**config.mk**
```make
export PLATFORM = sky130hd
export DESIGN_NAME = core_ctrl_flat
export DESIGN_NICKNAME = d
export VERILOG_FILES = /design/src/rtl/core_pkg.sv /design/src/rtl/core_ctrl_if.sv /design/src/rtl/core_decode.sv /design/src/rtl/core_ctrl.sv /design/src/flat_wrapper.sv
export SDC_FILE = /design/constraint.sdc
export NUM_CORES = 1
export LEC_CHECK = 0
export ABC_AREA = 0
export CAP_MARGIN = 20
export CORE_UTILIZATION = 29
export CTS_CLUSTER_SIZE = 30
export DETAILED_ROUTE_END_ITERATION = 7
export PLACE_DENSITY = 0.59
export SLEW_MARGIN = 10
export SYNTH_ARGS = -nofsm -noshare
export SYNTH_HDL_FRONTEND = slang
export SYNTH_HIERARCHICAL = 1
export SYNTH_SLANG_ARGS = --single-unit
```
**constraint.sdc**
```tcl
create_clock -name clk_i -period 1.5 [get_ports clk_i]
set_input_delay 0.15 -clock clk_i [delete_from_list [all_inputs] [get_ports clk_i]]
set_output_delay 0.15 -clock clk_i [all_outputs]
set_load 0.02 [all_outputs]
```
**src/rtl/core_pkg.sv**
```systemverilog
// Shared types and constants for the multi-cycle RV32I control path.
package core_pkg;

  localparam logic [31:0] NopInstr = 32'h0000_0013;  // addi x0,x0,0

  localparam logic [6:0] OpLui    = 7'b0110111;
  localparam logic [6:0] OpAuipc  = 7'b0010111;
  localparam logic [6:0] OpJal    = 7'b1101111;
  localparam logic [6:0] OpJalr   = 7'b1100111;
  localparam logic [6:0] OpBranch = 7'b1100011;
  localparam logic [6:0] OpLoad   = 7'b0000011;
  localparam logic [6:0] OpStore  = 7'b0100011;
  localparam logic [6:0] OpImm    = 7'b0010011;
  localparam logic [6:0] OpOp     = 7'b0110011;

  // ALU control as understood by alu32; Sleft exists there but this core never issues it.
  typedef enum logic [1:0] {
    AluAdd    = 2'd0,
    AluSleft  = 2'd1,
    AluBranch = 2'd2,
    AluFunct  = 2'd3
  } aluop_e;

  typedef enum logic [1:0] {ASelRs1 = 2'd0, ASelPc = 2'd1, ASelZero = 2'd2} asel_e;
  typedef enum logic       {BSelRs2 = 1'b0, BSelImm = 1'b1} bsel_e;
  typedef enum logic [1:0] {WbAlu = 2'd0, WbMem = 2'd1, WbPc4 = 2'd2} wbsel_e;
  typedef enum logic       {PcSelPc4 = 1'b0, PcSelTarget = 1'b1} pcsel_e;

  // Coarse instruction class; selects the FSM path after Exec.
  typedef enum logic [2:0] {
    ClsAlu    = 3'd0,
    ClsBranch = 3'd1,
    ClsJump   = 3'd2,
    ClsLoad   = 3'd3,
    ClsStore  = 3'd4
  } iclass_e;

  typedef enum logic [2:0] {
    StFetch     = 3'd0,
    StFetchWait = 3'd1,
    StDecode    = 3'd2,
    StExec      = 3'd3,
    StMemReq    = 3'd4,
    StMemWait   = 3'd5,
    StWb        = 3'd6,
    StTrap      = 3'd7
  } state_e;

  typedef struct packed {
    aluop_e  aluop;
    asel_e   a_sel;
    bsel_e   b_sel;
    wbsel_e  wb_sel;
    iclass_e cls;
    logic    illegal;
  } dec_s;

endpackage

```
**src/rtl/core_ctrl_if.sv**
```systemverilog
// Control-path bus: memory handshakes, ALU control and datapath strobes/selects.
interface core_ctrl_if;
  import core_pkg::*;

  logic        imem_req_o;
  logic        imem_gnt_i;
  logic        imem_rvalid_i;
  logic [31:0] instr_i;
  logic        dmem_req_o;
  logic        dmem_we_o;
  logic        dmem_gnt_i;
  logic        dmem_rvalid_i;
  logic        zero_i;
  aluop_e      aluop_o;
  logic [2:0]  funct3_o;
  logic [6:0]  funct7_o;
  logic        itype_o;
  asel_e       a_sel_o;
  bsel_e       b_sel_o;
  logic        ir_we_o;
  logic        rf_we_o;
  wbsel_e      wb_sel_o;
  logic        pc_we_o;
  pcsel_e      pc_sel_o;
  logic        trap_o;

  // Controller side.
  modport master (
    output imem_req_o, dmem_req_o, dmem_we_o, aluop_o, funct3_o, funct7_o, itype_o,
           a_sel_o, b_sel_o, ir_we_o, rf_we_o, wb_sel_o, pc_we_o, pc_sel_o, trap_o,
    input  imem_gnt_i, imem_rvalid_i, instr_i, dmem_gnt_i, dmem_rvalid_i, zero_i
  );

  // Memory / datapath side.
  modport slave (
    input  imem_req_o, dmem_req_o, dmem_we_o, aluop_o, funct3_o, funct7_o, itype_o,
           a_sel_o, b_sel_o, ir_we_o, rf_we_o, wb_sel_o, pc_we_o, pc_sel_o, trap_o,
    output imem_gnt_i, imem_rvalid_i, instr_i, dmem_gnt_i, dmem_rvalid_i, zero_i
  );

endinterface

```
**src/rtl/core_decode.sv**
```systemverilog
// Combinational opcode decoder: ALU control, operand selects, writeback source, class.
module core_decode
  import core_pkg::*;
(
  input  logic [6:0] i_opcode,
  output dec_s       o_dec
);

  // Map each RV32I base opcode onto its control pattern; anything else is illegal.
  always_comb begin
    // NOTE: every field gets a default first so no path leaves it unassigned (no latch).
    o_dec.aluop   = AluAdd;
    o_dec.a_sel   = ASelRs1;
    o_dec.b_sel   = BSelRs2;
    o_dec.wb_sel  = WbAlu;
    o_dec.cls     = ClsAlu;
    o_dec.illegal = 1'b0;
    case (i_opcode)
      OpOp: begin
        o_dec.aluop = AluFunct;
      end
      OpImm: begin
        o_dec.aluop = AluFunct;
        o_dec.b_sel = BSelImm;
      end
      OpBranch: begin
        o_dec.aluop = AluBranch;
        o_dec.cls   = ClsBranch;
      end
      OpLoad: begin
        o_dec.b_sel  = BSelImm;
        o_dec.wb_sel = WbMem;
        o_dec.cls    = ClsLoad;
      end
      OpStore: begin
        o_dec.b_sel = BSelImm;
        o_dec.cls   = ClsStore;
      end
      OpJalr: begin
        o_dec.b_sel  = BSelImm;
        o_dec.wb_sel = WbPc4;
        o_dec.cls    = ClsJump;
      end
      OpJal: begin
        o_dec.a_sel  = ASelPc;
        o_dec.b_sel  = BSelImm;
        o_dec.wb_sel = WbPc4;
        o_dec.cls    = ClsJump;
      end
      OpAuipc: begin
        o_dec.a_sel = ASelPc;
        o_dec.b_sel = BSelImm;
      end
      OpLui: begin
        o_dec.a_sel = ASelZero;
        o_dec.b_sel = BSelImm;
      end
      default: begin
        o_dec.illegal = 1'b1;
      end
    endcase
  end

endmodule

```
**src/rtl/core_ctrl.sv**
```systemverilog
// Multi-cycle RV32I control FSM: fetch, decode, execute, memory, writeback sequencing.
module core_ctrl
  import core_pkg::*;
#(
  parameter bit HaltOnIllegal = 1'b1
) (
  input  logic             clk_i,
  input  logic             rst_i,
  core_ctrl_if.master      bus
);

  state_e      r_state;
  state_e      w_next_state;
  logic [31:0] r_ir;
  dec_s        w_dec;

  aluop_e      r_aluop;
  asel_e       r_a_sel;
  bsel_e       r_b_sel;
  wbsel_e      r_wb_sel;
  iclass_e     r_cls;
  logic [2:0]  r_funct3;
  logic [6:0]  r_funct7;
  logic        r_itype;
  logic        r_rd_nz;
  logic        r_trap;

  // rs1/rs2 fields feed the register file in the datapath, not this controller.
  logic        w_unused_ir;
  assign w_unused_ir = ^r_ir[24:15];

  core_decode u_decode (
    .i_opcode (r_ir[6:0]),
    .o_dec    (w_dec)
  );

  // State register.
  always_ff @(posedge clk_i or posedge rst_i) begin
    // NOTE: sequential state uses non-blocking assignments so all flops update together.
    if (rst_i) r_state <= StFetch;
    else       r_state <= w_next_state;
  end

  // Controller's own copy of the instruction, loaded on the same strobe as the datapath IR.
  always_ff @(posedge clk_i or posedge rst_i) begin
    if (rst_i)                                              r_ir <= NopInstr;
    else if (r_state == StFetchWait && bus.imem_rvalid_i)   r_ir <= instr_i_w();
  end

  function automatic logic [31:0] instr_i_w();
    return bus.instr_i;
  endfunction

  // Decoded controls captured in Decode, held unchanged through Exec..Wb.
  always_ff @(posedge clk_i or posedge rst_i) begin
    if (rst_i) begin
      r_aluop  <= AluAdd;
      r_a_sel  <= ASelRs1;
      r_b_sel  <= BSelRs2;
      r_wb_sel <= WbAlu;
      r_cls    <= ClsAlu;
      r_funct3 <= 3'd0;
      r_funct7 <= 7'd0;
      r_itype  <= 1'b0;
      r_rd_nz  <= 1'b0;
    end else if (r_state == StDecode) begin
      r_aluop  <= w_dec.aluop;
      r_a_sel  <= w_dec.a_sel;
      r_b_sel  <= w_dec.b_sel;
      r_wb_sel <= w_dec.wb_sel;
      r_cls    <= w_dec.cls;
      r_funct3 <= r_ir[14:12];
      r_funct7 <= r_ir[31:25];
      r_itype  <= (r_ir[6:0] == OpImm);
      // An illegal word falling through as a NOP must not write the register file.
      r_rd_nz  <= (r_ir[11:7] != 5'd0) && !w_dec.illegal;
    end
  end

  // Sticky illegal-instruction flag; only reset clears it.
  always_ff @(posedge clk_i or posedge rst_i) begin
    if (rst_i)                                    r_trap <= 1'b0;
    else if (r_state == StDecode && w_dec.illegal) r_trap <= 1'b1;
  end

  // Next-state logic.
  always_comb begin
    w_next_state = r_state;
    case (r_state)
      StFetch:     if (bus.imem_gnt_i)    w_next_state = StFetchWait;
      StFetchWait: if (bus.imem_rvalid_i) w_next_state = StDecode;
      StDecode: begin
        if (!w_dec.illegal)    w_next_state = StExec;
        else if (HaltOnIllegal) w_next_state = StTrap;
        else                    w_next_state = StWb;
      end
      StExec: begin
        case (r_cls)
          ClsBranch:         w_next_state = StFetch;
          ClsLoad, ClsStore: w_next_state = StMemReq;
          default:           w_next_state = StWb;
        endcase
      end
      StMemReq:  if (bus.dmem_gnt_i) w_next_state = StMemWait;
      StMemWait: begin
        if (bus.dmem_rvalid_i) w_next_state = (r_cls == ClsStore) ? StFetch : StWb;
      end
      StWb:      w_next_state = StFetch;
      StTrap:    w_next_state = StTrap;
      default:   w_next_state = StFetch;
    endcase
  end

  // Output logic: strobes/requests from state (and handshake inputs), selects from registers.
  always_comb begin
    bus.imem_req_o = 1'b0;
    bus.ir_we_o    = 1'b0;
    bus.dmem_req_o = 1'b0;
    bus.dmem_we_o  = 1'b0;
    bus.rf_we_o    = 1'b0;
    bus.pc_we_o    = 1'b0;
    bus.pc_sel_o   = PcSelPc4;
    bus.aluop_o    = r_aluop;
    bus.funct3_o   = r_funct3;
    bus.funct7_o   = r_funct7;
    bus.itype_o    = r_itype;
    bus.a_sel_o    = r_a_sel;
    bus.b_sel_o    = r_b_sel;
    bus.wb_sel_o   = r_wb_sel;
    bus.trap_o     = r_trap;
    case (r_state)
      // Held off while reset is asserted so the fetch starts only after release.
      StFetch:     bus.imem_req_o = !rst_i;
      StFetchWait: bus.ir_we_o    = bus.imem_rvalid_i;
      StExec: begin
        if (r_cls == ClsBranch) begin
          bus.pc_we_o  = 1'b1;
          bus.pc_sel_o = bus.zero_i ? PcSelTarget : PcSelPc4;
        end else if (r_cls == ClsJump) begin
          bus.pc_we_o  = 1'b1;
          bus.pc_sel_o = PcSelTarget;
        end
      end
      StMemReq: begin
        bus.dmem_req_o = 1'b1;
        bus.dmem_we_o  = (r_cls == ClsStore);
      end
      StMemWait: begin
        bus.pc_we_o = bus.dmem_rvalid_i && (r_cls == ClsStore);
      end
      StWb: begin
        bus.rf_we_o = r_rd_nz;
        // Jumps already redirected the PC in Exec.
        bus.pc_we_o = (r_cls != ClsJump);
      end
      default: ;
    endcase
  end

endmodule
```
**src/flat_wrapper.sv**
```systemverilog
// flat-port wrapper written by rule: the top's interface ports become plain ports
module core_ctrl_flat import core_pkg::*;
#(
  parameter bit HaltOnIllegal = 1'b1
)
  (clk_i, rst_i, bus_imem_req_o, bus_dmem_req_o, bus_dmem_we_o, bus_aluop_o, bus_funct3_o, bus_funct7_o, bus_itype_o, bus_a_sel_o, bus_b_sel_o, bus_ir_we_o, bus_rf_we_o, bus_wb_sel_o, bus_pc_we_o, bus_pc_sel_o, bus_trap_o, bus_imem_gnt_i, bus_imem_rvalid_i, bus_instr_i, bus_dmem_gnt_i, bus_dmem_rvalid_i, bus_zero_i);
  core_ctrl_if bus_i ();
  input  logic clk_i;
  input  logic rst_i;
  output wire logic [$bits(bus_i.imem_req_o)-1:0] bus_imem_req_o;
  output wire logic [$bits(bus_i.dmem_req_o)-1:0] bus_dmem_req_o;
  output wire logic [$bits(bus_i.dmem_we_o)-1:0] bus_dmem_we_o;
  output wire logic [$bits(bus_i.aluop_o)-1:0] bus_aluop_o;
  output wire logic [$bits(bus_i.funct3_o)-1:0] bus_funct3_o;
  output wire logic [$bits(bus_i.funct7_o)-1:0] bus_funct7_o;
  output wire logic [$bits(bus_i.itype_o)-1:0] bus_itype_o;
  output wire logic [$bits(bus_i.a_sel_o)-1:0] bus_a_sel_o;
  output wire logic [$bits(bus_i.b_sel_o)-1:0] bus_b_sel_o;
  output wire logic [$bits(bus_i.ir_we_o)-1:0] bus_ir_we_o;
  output wire logic [$bits(bus_i.rf_we_o)-1:0] bus_rf_we_o;
  output wire logic [$bits(bus_i.wb_sel_o)-1:0] bus_wb_sel_o;
  output wire logic [$bits(bus_i.pc_we_o)-1:0] bus_pc_we_o;
  output wire logic [$bits(bus_i.pc_sel_o)-1:0] bus_pc_sel_o;
  output wire logic [$bits(bus_i.trap_o)-1:0] bus_trap_o;
  input wire logic [$bits(bus_i.imem_gnt_i)-1:0] bus_imem_gnt_i;
  input wire logic [$bits(bus_i.imem_rvalid_i)-1:0] bus_imem_rvalid_i;
  input wire logic [$bits(bus_i.instr_i)-1:0] bus_instr_i;
  input wire logic [$bits(bus_i.dmem_gnt_i)-1:0] bus_dmem_gnt_i;
  input wire logic [$bits(bus_i.dmem_rvalid_i)-1:0] bus_dmem_rvalid_i;
  input wire logic [$bits(bus_i.zero_i)-1:0] bus_zero_i;
  assign bus_imem_req_o = bus_i.imem_req_o;
  assign bus_dmem_req_o = bus_i.dmem_req_o;
  assign bus_dmem_we_o = bus_i.dmem_we_o;
  assign bus_aluop_o = bus_i.aluop_o;
  assign bus_funct3_o = bus_i.funct3_o;
  assign bus_funct7_o = bus_i.funct7_o;
  assign bus_itype_o = bus_i.itype_o;
  assign bus_a_sel_o = bus_i.a_sel_o;
  assign bus_b_sel_o = bus_i.b_sel_o;
  assign bus_ir_we_o = bus_i.ir_we_o;
  assign bus_rf_we_o = bus_i.rf_we_o;
  assign bus_wb_sel_o = bus_i.wb_sel_o;
  assign bus_pc_we_o = bus_i.pc_we_o;
  assign bus_pc_sel_o = bus_i.pc_sel_o;
  assign bus_trap_o = bus_i.trap_o;
  assign bus_i.imem_gnt_i = bus_imem_gnt_i;
  assign bus_i.imem_rvalid_i = bus_imem_rvalid_i;
  assign bus_i.instr_i = bus_instr_i;
  assign bus_i.dmem_gnt_i = bus_dmem_gnt_i;
  assign bus_i.dmem_rvalid_i = bus_dmem_rvalid_i;
  assign bus_i.zero_i = bus_zero_i;
  core_ctrl #(.HaltOnIllegal(HaltOnIllegal)) u_core (.clk_i(clk_i), .rst_i(rst_i), .bus(bus_i));
endmodule
```
==> results of run 1 <==
how the worst max path moves through the flow:
stage,slack (ns),to
after global placement,-0.25,bus_dmem_we_o
after floorplan,0.05,bus_pc_sel_o
after CTS,-0.12,bus_pc_we_o
final,-0.14,bus_pc_we_o
after global routing,-0.21,bus_pc_we_o
after detailed placement,-0.28,bus_dmem_we_o
cells by family (layout without fill, tap and decap cells):
family                 Yosys count  after routing  share of synthesized area, %
AND/OR/NAND/NOR                116            116                          25.9
flip-flops                      48             48                          52.1
multiplexers                    22             22                          10.7
AO/OA/AOI/OAI                   21             21                          6.11
buffers and inverters           18            108                          4.43
XOR/XNOR                         2              2                         0.757
timing repair:
item                                   in CTS  in global routing
endpoints found under the hold margin       0                  0
cloned                                      0                  4
setup buffers                               3                  8
gates resized for setup                    47                 68
setup endpoints to repair                  51                 49
pin swaps                                   4                 41
synth_stat cells (2+ instances only):
library cell	instances	area share, %
nand2_1	70	11
dfrtp_1	45	49
mux2_2	22	11
buf_2	7	1.5
nand2b_1	7	1.9
nor2_1	6	0.97
nor3_2	5	2.2
inv_1	4	0.65
nor3b_1	4	1.3
a211oi_1	3	0.97
a21oi_1	3	0.65
buf_4	3	0.97
dfstp_2	3	3.4
nand3b_1	3	0.97
o21ai_0	3	0.65
o21ai_1	3	0.65
and3_1	2	0.54
buf_6	2	0.97
nand3_1	2	0.43
nor2b_1	2	0.54
nor3_1	2	0.43
nor3b_2	2	1.1
where the power goes:
part | leakage, nW | switching [mW] | internal [mW]
Combinational | 1.00 | 1.51 | 1.89
Sequential | 0.596 | 0.475 | 1.85
Clock | 0.0395 | 0.413 | 0.332
registers in the layout (all words and copies together) (netlist names):
name                 cells
u_core/bus.a_sel_o       2
u_core/bus.aluop_o       2
u_core/bus.b_sel_o       1
u_core/bus.funct3_o      3
u_core/bus.funct7_o      7
u_core/bus.itype_o       1
u_core/bus.trap_o        1
u_core/bus.wb_sel_o      2
u_core/r_cls             3
u_core/r_ir             22
u_core/r_rd_nz           1
u_core/r_state           3
critical path: stages (launching register included):
cell,delay (ns)
dfrtp_1,0.42
buf_6,0.14
nor3b_2,0.17
o32ai_1,0.10
a41o_1,0.22
buf_6,0.13
metrics by stage:
step	total power [mW]	TNS (ns)	area [um^2]	util [%]	setup WS, ns
detailed placement	4.91	-8.86	3120	40.3	-0.283
global placement	4.86	-8.51	3120	40.3	-0.253
floorplan	3.89	0	2320	-	0.0453
global route	6.92	-3.39	3590	46.5	-0.208
CTS	5.78	-0.252	3250	42.1	-0.124
finish	6.47	-1.26	3590	46.5	-0.137
area by class of cell:
| cell class | count | area (um^2) |
|---|---|---|
| Inverter | 5 | 18.8 |
| Timing Repair Buffer | 95 | 963 |
| Clock buffer | 8 | 80.1 |
| Multi-Input combinational cell | 161 | 1190 |
| Sequential cell | 48 | 1210 |
| Fill cell | 737 | 4140 |
| Tap cell | 102 | 128 |
routing by layer:
layer  part of all wire [%]  global-route usage, %  vias up
met1                     48                   18.3      954
met4                   0.40                   3.84        0
met5                      0                      0        -
met2                     47                   22.0       44
met3                    4.9                   4.02        3
li1                       -                      -      948
==> qor.csv, run 1 <==
stage,metric,value,unit
worst_setup_path,Worst EP required,1.35,ns
sta,min Tclk post-route,1.64,ns
hold_path,Hold WC Path Type,input pin to async pin,
die,die width,91.3,um
logic_synthesis,top_reg_cell synth,dfrtp_1,
clock_network,latest clock arrival within the worst-skew pair,0.30,ns
layout,Finished Layout Cells,419,
detailed_routing,DR iter-0 viols,116,
pwr,leakage,1.64,nW
clock_network,Clock transition at path regs,0.09,ns
placed_design,IO Port Bufs,54,
sta,slew of the pin with the lowest slew margin,0.362,ns
layout,"most common cell after layout, fill and taps aside",nand2_1,
die,Initial Util,29.9,%
worst_setup_path,CP Class,flop to output port,
sta,fmax,0.611,GHz
worst_setup_path,R2R cell count,5,
logic_synthesis,Yosys warnings,6,
flow_run,MaxCap Viol Count,0,
worst_setup_path,"Arr. time, crit path",1.49,ns
pwr,pwr/cell area,1800,nW/um^2
detailed_routing,detailed-route DRC error count,0,
grt,total global routing overflow,0,
sta,period utilization,109,%
worst_setup_path,RR Endpoint,u_core/r_ir[14],
sta,Setup WS post-layout,-0.137,ns
worst_setup_path,CP endpoint kind,output port,
die,I/O Pins,65,
logic_synthesis,sequential area share after synthesis,52.1,%
die,Die ar.,8340,um^2
clock_network,# hold bufs at CTS,0,
die,core area,7730,um^2
detailed_routing,ANT nets after route,0,
worst_setup_path,"setup slack, reg-to-reg",-0.05,ns
logic_synthesis,asr flop ratio synth,100,%
clock_network,clk buf depth,2,
clock_network,Clock Root Buffer,clkbuf_8,
logic_synthesis,Netlist Area Pre-Place,2310,um^2
detailed_routing,drt pass-1 iters,4,
worst_setup_path,r2r startpoint,u_core/r_state[1],
sta,RSZ-0062 raised after global routing,yes,
logic_synthesis,number of synthesized flops with an enable pin,0,
worst_setup_path,startpoint class of the critical path,flop,
sta,max_slew headroom,75.9,%
layout,share of layout cells above drive strength 1,39.1,%
placed_design,gpl congestion,0.826,
sta,max-slew violation count,0,
logic_synthesis,Synth Instances,227,
detailed_routing,via count,1949,
layout,Final nets,355,
clock_network,clock sinks,48,
grt,first-pass GRT wire length,9110,um
logic_synthesis,syn nets,266,
layout,most frequent cells in the layout,"nand2_1, clkdlybuf4s50_1, dfrtp_1",
run_status,failing checks,setup timing,
worst_setup_path,crit-path max FO,6,
detailed_routing,Routed Wire Length,5950,um
grt,largest net degree at the start of global routing,49,
detailed_routing,vias per std cell,4.65,
die,Rows,32,
sta,final setup fails,40,
sta,Final Hold Vio Count,0,
worst_setup_path,critical path startpoint,u_core/r_cls[0],
pwr,worst vdd ir,0.723,mV
logic_synthesis,Netlist cell types,46,
sta,WHS,0.390,ns
run_status,run status,finished with violations,
layout,Layout Area Growth over Synthesis,55.2,%
placed_design,DP Wirelength,3700,um
logic_synthesis,number of synthesized register bits,48,
grt,number of global-route vias before repair,1895,
logic_synthesis,Mean Syn Cell Area,10.2,um^2
detailed_routing,drt wl/cell,14.2,um
clock_network,# H-tree levels,2,
placed_design,Post-Place Cells,396,
clock_network,total CTS buffers,5,
grt,initial antenna violation count,0,
clock_network,CTS tree,done,
die,Die Ht,91.3,um
layout,Inserted Diodes,0,
sta,Clock Skews,0.00913,ns
grt,GRT Total Usage,13.8,%
(Power assumes the default switching activity.)
==> run 2, diff against run 1 <==
--- a/config.mk
+++ b/config.mk
@@ -8,6 +8,7 @@
 export ABC_AREA = 0
 export CAP_MARGIN = 20
 export CORE_UTILIZATION = 29
+export CTS_BUF_LIST = sky130_fd_sc_hd__clkbuf_16
 export CTS_CLUSTER_SIZE = 30
 export DETAILED_ROUTE_END_ITERATION = 7
 export PLACE_DENSITY = 0.59
==> run 2 against run 1 <==
The flow still finishes with violations (setup timing). Combinational power increased by 1%. Sequential cell count unchanged. Worst setup slack improved by 0.015 ns. First-iteration DRC count is 21% higher. Critical path type unchanged. Largest cell class unchanged. Highest routed layer unchanged.
==> qor.csv, run 2 (synthesis gave the netlist of run 1 again) <==
stage,metric,value,unit
run_status,run status,finished with violations,
run_status,failing checks,setup timing,
placed_design,gpl congestion,0.826,
pwr,clock share of power,15.6,%
worst_setup_path,CP endpoint kind,output port,
detailed_routing,via count,1968,
layout,"most common cell after layout, fill and taps aside",nand2_1,
grt,number of global-route vias before repair,1896,
sta,min Tclk post-route,1.62,ns
clock_network,Clock transition at path regs,0.07,ns
die,Die Ht,91.3,um
layout,design area,3650,um^2
worst_setup_path,Worst EP required,1.35,ns
clock_network,# H-tree levels,2,
detailed_routing,ANT nets after route,0,
pwr,cell-internal power,4.34,mW
sta,WHS,0.423,ns
die,Rows,32,
pwr,worst vdd ir,0.709,mV
clock_network,Clock Root Buffer,clkbuf_16,
sta,period utilization,108,%
worst_setup_path,startpoint class of the critical path,flop,
grt,largest net degree at the start of global routing,49,
die,I/O Pins,65,
pwr,Flop pwr share,34.2,%
worst_setup_path,r2r startpoint,u_core/r_state[0],
sta,Final Hold Vio Count,0,
worst_setup_path,CP Class,flop to output port,
sta,RSZ-0062 raised after global routing,yes,
layout,largest register by flop count,u_core/r_ir,
sta,final setup fails,35,
layout,Fill cells,727,
clock_network,clk buf depth,2,
detailed_routing,detailed-route DRC error count,0,
die,Initial Util,29.9,%
layout,max reg flops,22,
pwr,switching share of power,36.4,%
sta,Setup WS post-layout,-0.122,ns
detailed_routing,drt wl/cell,14.4,um
placed_design,IO Port Bufs,54,
layout,most frequent cells in the layout,"nand2_1, clkdlybuf4s50_1, dfrtp_1",
worst_setup_path,RR Endpoint,u_core/bus.funct3_o[1],
sta,slew of the pin with the lowest slew margin,0.379,ns
clock_network,# hold bufs at CTS,0,
layout,Final nets,358,
clock_network,CTS tree,done,
die,die width,91.3,um
sta,Clock Skews,0.00903,ns
placed_design,"Cell Area, Placed",3120,um^2
hold_path,Hold WC Path Type,input pin to async pin,
pwr,leakage,1.65,nW
worst_setup_path,crit-path max FO,4,
placed_design,Place WS,-0.283,ns
clock_network,clock sinks,48,
sta,fmax,0.616,GHz
clock_network,total CTS buffers,5,
grt,GRT Total Usage,13.7,%
layout,Inserted Diodes,0,
worst_setup_path,R2R cell count,6,
layout,share of layout cells above drive strength 1,39.7,%
worst_setup_path,"Arr. time, crit path",1.47,ns
grt,total global routing overflow,0,
sta,max_slew headroom,74.7,%
sta,max-slew violation count,0,
clock_network,latest clock arrival within the worst-skew pair,0.29,ns
flow_run,MaxCap Viol Count,0,
pwr,Net Sw Power,2.49,mW
die,Die ar.,8340,um^2
pwr,Logic pwr share,50.2,%
grt,initial antenna violation count,0,
detailed_routing,Routed Wire Length,6090,um
layout,Layout Area Growth over Synthesis,57.7,%
detailed_routing,vias per std cell,4.66,
detailed_routing,DR iter-0 viols,140,
grt,first-pass GRT wire length,9090,um
placed_design,DP Wirelength,3700,um
detailed_routing,drt pass-1 iters,4,
die,core area,7730,um^2
pwr,pwr/cell area,1870,nW/um^2
worst_setup_path,"setup slack, reg-to-reg",-0.07,ns
## run 2: cell types whose count changed in the layout (fill, tap and decap cells not counted), sizes merged
cell,previous run,this run
clkbuf,10,8
inv,5,8
buf,46,48
clkdlybuf4s50,45,47
dlymetal6s2s,2,0
## run 2: area by class of cell
type | count | area (um^2) | area share (%)
sequential | 48 | 1210 | 33.1
multi-input combinational | 161 | 1180 | 32.5
timing repair buffer | 98 | 975 | 26.7
tap | 102 | 128 | 3.50
clock buffer | 5 | 125 | 3.43
inverter | 5 | 18.8 | 0.515
clock inverter | 3 | 11.3 | 0.309
## run 2: per-layer routing
layer / wire, um / GRT usage, %
met5: 0 / 0
met3: 341 / 4.02
met1: 2820 / 18.4
met2: 2880 / 21.6
met4: 47 / 3.84
## run 2: worst max-delay path by stage
stage,start,end,slack (ns),cells after the start
2_1_floorplan,u_core/r_state[2],bus_pc_sel_o,0.05,3
5_1_grt,u_core/r_cls[0],bus_pc_we_o,-0.18,5
3_5_place_dp,u_core/r_cls[0],bus_dmem_we_o,-0.28,3
6_report,u_core/r_cls[2],bus_pc_we_o,-0.12,5
4_1_cts,u_core/r_cls[0],bus_pc_we_o,-0.10,5
3_3_place_gp,u_core/r_cls[0],bus_dmem_we_o,-0.25,3
## run 2: metrics by stage
stage | instances | power [mW] | utilization (%) | setup TNS [ns]
detailed placement | 396 | 4.91 | 40.3 | -8.86
global route | 422 | 7.25 | 47.2 | -2.43
floorplan | 227 | 3.89 | - | 0
CTS | 407 | 6.08 | 42.8 | -0.183
finish | 422 | 6.83 | 47.2 | -1.25
global placement | 396 | 4.86 | 40.3 | -8.51
## run 2: worst max-delay path, stage by stage (launching register included)
cell,delay (ns)
dfrtp_2,0.44
buf_6,0.13
nor3b_2,0.15
o32ai_1,0.10
a41o_1,0.22
buf_6,0.13
## run 2: timing repair
action / 4_1_cts / 5_1_grt
gates resized for setup: 45 / 60
endpoints found under the setup margin: 51 / 49
gates cloned: 0 / 4
pin swaps: 4 / 43
buffers inserted: 3 / 11
## run 2: power by group through the flow
stage / Combinational [mW] / Sequential [mW] / Clock [mW]
floorplan: 1.53 / 2.36 / 0
global placement: 2.58 / 2.28 / 0
detailed placement: 2.61 / 2.30 / 0
CTS: 2.71 / 2.28 / 1.09
global route: 3.70 / 2.41 / 1.14
finish: 3.43 / 2.33 / 1.06
